==> config.mk <==
export PLATFORM = sky130hd
export DESIGN_NAME = regfile_dump
export DESIGN_NICKNAME = d
export VERILOG_FILES = /design/src/rtl/regfile_dump.sv
export SDC_FILE = /design/constraint.sdc
export NUM_CORES = 1
export LEC_CHECK = 0
export CORE_UTILIZATION = 43
export DETAILED_ROUTE_END_ITERATION = 10
export GPL_ROUTABILITY_DRIVEN = 1
export PLACE_DENSITY_LB_ADDON = 0.2
export SKIP_CTS_REPAIR_TIMING = 1
export SLEW_MARGIN = 20
export SYNTH_ARGS = -nofsm -noshare
export SYNTH_HDL_FRONTEND = slang
export SYNTH_SLANG_ARGS = --single-unit
==> constraint.sdc <==
create_clock -name clock -period 2.09 [get_ports clock]
set_input_delay 0.418 -clock clock [delete_from_list [all_inputs] [get_ports clock]]
set_output_delay 0.418 -clock clock [all_outputs]
set_load 0.05 [all_outputs]
==> src/rtl/regfile_dump.sv <==
// Walks an inclusive register index range, reads each register through an
// external combinational read port and streams it out with a valid/ready handshake.
module regfile_dump #(
  parameter int DATA_WIDTH = 32,
  parameter int ADDR_WIDTH = 5
) (
  input  logic                  clock,
  input  logic                  ctrl_reset,
  input  logic                  start,
  input  logic [ADDR_WIDTH-1:0] first_reg,
  input  logic [ADDR_WIDTH-1:0] last_reg,
  input  logic                  abort,
  output logic [ADDR_WIDTH-1:0] ctrl_readReg,
  input  logic [DATA_WIDTH-1:0] data_readReg,
  output logic                  out_valid,
  input  logic                  out_ready,
  output logic [ADDR_WIDTH-1:0] out_reg,
  output logic [DATA_WIDTH-1:0] out_data,
  output logic                  out_last,
  output logic                  busy,
  output logic                  done,
  output logic                  range_err
);

  typedef enum logic [1:0] {IDLE, FETCH, SEND, DONE} state_t;

  state_t                stateReg, stateNext;
  logic [ADDR_WIDTH-1:0] curReg, curNext;
  logic [ADDR_WIDTH-1:0] lastReg, lastNext;
  logic [ADDR_WIDTH-1:0] outIdxReg, outIdxNext;
  logic [DATA_WIDTH-1:0] outDataReg, outDataNext;
  logic                  outLastReg, outLastNext;
  logic                  rangeErrReg, rangeErrNext;

  always_ff @(posedge clock or negedge ctrl_reset) begin
    if (!ctrl_reset) begin
      stateReg    <= IDLE;
      curReg      <= '0;
      lastReg     <= '0;
      outIdxReg   <= '0;
      outDataReg  <= '0;
      outLastReg  <= 1'b0;
      rangeErrReg <= 1'b0;
    end else begin
      stateReg    <= stateNext;
      curReg      <= curNext;
      lastReg     <= lastNext;
      outIdxReg   <= outIdxNext;
      outDataReg  <= outDataNext;
      outLastReg  <= outLastNext;
      rangeErrReg <= rangeErrNext;
    end
  end

  always_comb begin
    stateNext    = stateReg;
    curNext      = curReg;
    lastNext     = lastReg;
    outIdxNext   = outIdxReg;
    outDataNext  = outDataReg;
    outLastNext  = outLastReg;
    rangeErrNext = 1'b0;
    case (stateReg)
      IDLE: begin
        if (start) begin
          if (first_reg <= last_reg) begin
            curNext   = first_reg;
            lastNext  = last_reg;
            stateNext = FETCH;
          end else begin
            rangeErrNext = 1'b1;
          end
        end
      end
      FETCH: begin
        if (abort) begin
          stateNext = IDLE;
        end else begin
          outDataNext = data_readReg;
          outIdxNext  = curReg;
          outLastNext = (curReg == lastReg);
          stateNext   = SEND;
        end
      end
      SEND: begin
        // abort takes priority over a simultaneous handshake
        if (abort) begin
          stateNext = IDLE;
        end else if (out_ready) begin
          if (outLastReg) begin
            stateNext = DONE;
          end else begin
            curNext   = curReg + 1'b1;
            stateNext = FETCH;
          end
        end
      end
      DONE: stateNext = IDLE;
      default: stateNext = IDLE;
    endcase
  end

  assign ctrl_readReg = (stateReg == FETCH) ? curReg : '0;
  assign out_valid    = (stateReg == SEND);
  assign out_reg      = outIdxReg;
  assign out_data     = outDataReg;
  assign out_last     = outLastReg;
  assign busy         = (stateReg != IDLE);
  assign done         = (stateReg == DONE);
  assign range_err    = rangeErrReg;

endmodule

==> run metrics <==
Core Util, Final 71.0%; Crit. End Element flop; Setup crit start kind input port; Fmax 508 MHz; most instantiated library cell after synthesis dfrtp_1; Hold WC Path Type input port to flop; minimum clock period 1970 ps; max reg flops 32; synth cell count leaders dfrtp_1, mux2_2, inv_1, nand2_1, a21oi_1; ANT nets after route 0; Placement Setup Slack -446 ps; GRT Util Overall 18.8%; Num CTS Buffers 5; number of flops mapped to enable cells by yosys 0; Slew Limit Headroom 65.2%; RSZ-0062 raised after global routing no; synth warn 0; Layout Nets 337; Area Overhead vs Synth 58.3%; initial detailed-routing violation count 47; First-pass DRT Iterations 4; CTS HTree Levels 2; endpoints failing setup 0; CTS sink cnt 51; final hold violation count 0; Static Leak 1.63 nW; Mean Syn Cell Area 13.2 um2; Worst EP arrival 2140 ps; Clock Skew 4.27 ps; ys flop type dfrtp_1; total negative slack 0 ps; maximum vdd drop 0.900 mV; placed insts 345; Synth area leader dfrtp_1; slowest cell on the critical path or3_4; Slew Limit Fails 0; vias in the first global route 1,695; synthesized area 2300 um2; post-DP HPWL 4020 um; cell count after synthesis 174; worst-path maximum fanout 6; clk_lat worst skew 290 ps; IO buf count 93; max_cap viols 0; drt wl/cell 14.8 um; Vias 1,724; Initial Util 44.8%; top cells by area, synth dfrtp_1, mux2_2, ha_1, mux2_4, and2_1; I/O Pins 94; proportion of netlist area held by the largest area contributor 55.4%; initial antenna violation count 0; CTS tree built; GP Congestion 0.789; critical path cell sequence dlymetal6s2s_1, inv_1, ha_1, a21o_1, or3_4, o21ai_4, mux2_4; routed wire length 5250 um; outcome finished clean; asr flop ratio synth 100%; DR vias/cell 4.86; Seq cells post-synth 51; Die X 75.2 um; DRC 0; critical path type input port to flop; CORE AREA 5140 um2; clk buf depth 2; register area share after synthesis 55.4%; net count after synthesis 227; final std cells w/o fill 355; layout cells sized above 1 30.5%; actual slew at the worst max-slew pin 520 ps; WP data required 2270 ps; Congestion Overflow GR 0; Worst-path clk slew 80 ps; pwr/cell area 1530 nW/um2; Die Y 75.2 um; library cells used by synthesis 32; Antenna Cells 0; largest net degree at the start of global routing 27; Crit path largest cell delay 400 ps; setup slack after layout 123 ps; std cell rows 26; die area 5650 um2; Root Driver clkbuf_8; crit share post-route 94.1%; first-pass GRT wire length 7890 um
==> per-stage QoR <==
stage               total power (W)  hold slack (ps)  area [um2]
floorplan                   0.00386              122        2300
global placement            0.00499              268        3470
detailed placement          0.00507              271        3470
CTS                         0.00561            -51.2        3560
global route                0.00585              411        3650
finish                      0.00558              425        3650
==> report_power, final <==
part / internal (W) / switching [W]
combinational: 0.00131 / 0.00198
clock: 0.000234 / 0.000299
sequential: 0.00145 / 0.000302
total: 0.00299 / 0.00258
==> layout make-up <==
class	count	area [um2]
flip-flops and latches	51	1280
inverters	9	33.8
clock buffers	6	72.6
fillers	411	1490
repair buffers	108	1150
clock inverters	2	12.5
multi-input cells	109	1010
well taps	70	87.6
==> placed cells by master (no fill, tap or decap), types with 2 or more instances in the layout <==
master	synthesis	layout
a21oi_1	7	7
and2_1	6	5
and2_2	1	2
buf_12	0	8
buf_4	0	13
clkbuf_8	0	5
clkdlybuf4s50_1	0	74
dfrtp_1	51	51
dlymetal6s2s_1	0	11
ha_1	6	3
ha_4	0	3
inv_1	9	7
inv_2	0	2
mux2_2	37	37
mux2_4	5	5
nand2_1	8	8
nand2b_1	2	2
nand3_1	5	4
nand4_1	2	2
nor2_1	6	6
nor3_1	2	2
o21ai_0	2	2
o22ai_1	3	3
xnor2_1	2	2
xor2_1	3	3
==> routing by layer <==
metal	GRT usage, %	wire, um	vias up
met1	23.3	2130	824
li1	-	-	823
met4	4.32	20	0
met3	5.89	454	4
met2	32.1	2640	73
met5	0	0	-
==> cells by family after synthesis <==
family,after synthesis,share of synthesized area (%)
xor+xnor,5,1.90
flops,51,55.4
simple gates,37,8.91
buf+inv,14,2.50
compound gates,18,6.25
mux,43,21.8
fa+ha+maj,6,3.26
==> critical path, delay by kind of cell <==
kind,cells,cell delay [ps]
AOI/OAI and AO/OA,2,510
adders and majority gates,1,300
buffers and inverters,2,180
and+or+nand+nor,1,400
muxes,1,340
==> path summary, 6_finish.rpt <==
path	start	end	slack, ps	cells past startpoint
max reg2reg	stateReg[1]	lastReg[4]	280	4
min in group asynchronous	ctrl_reset	out_data[19]	510	2
min	last_reg[3]	lastReg[3]	430	2
max	last_reg[4]	lastReg[4]	120	7
max in group asynchronous	ctrl_reset	out_data[13]	1020	3
min reg2reg	out_data[16]	out_data[16]	510	1
No activity file was read; power rests on OpenSTA's default activity.
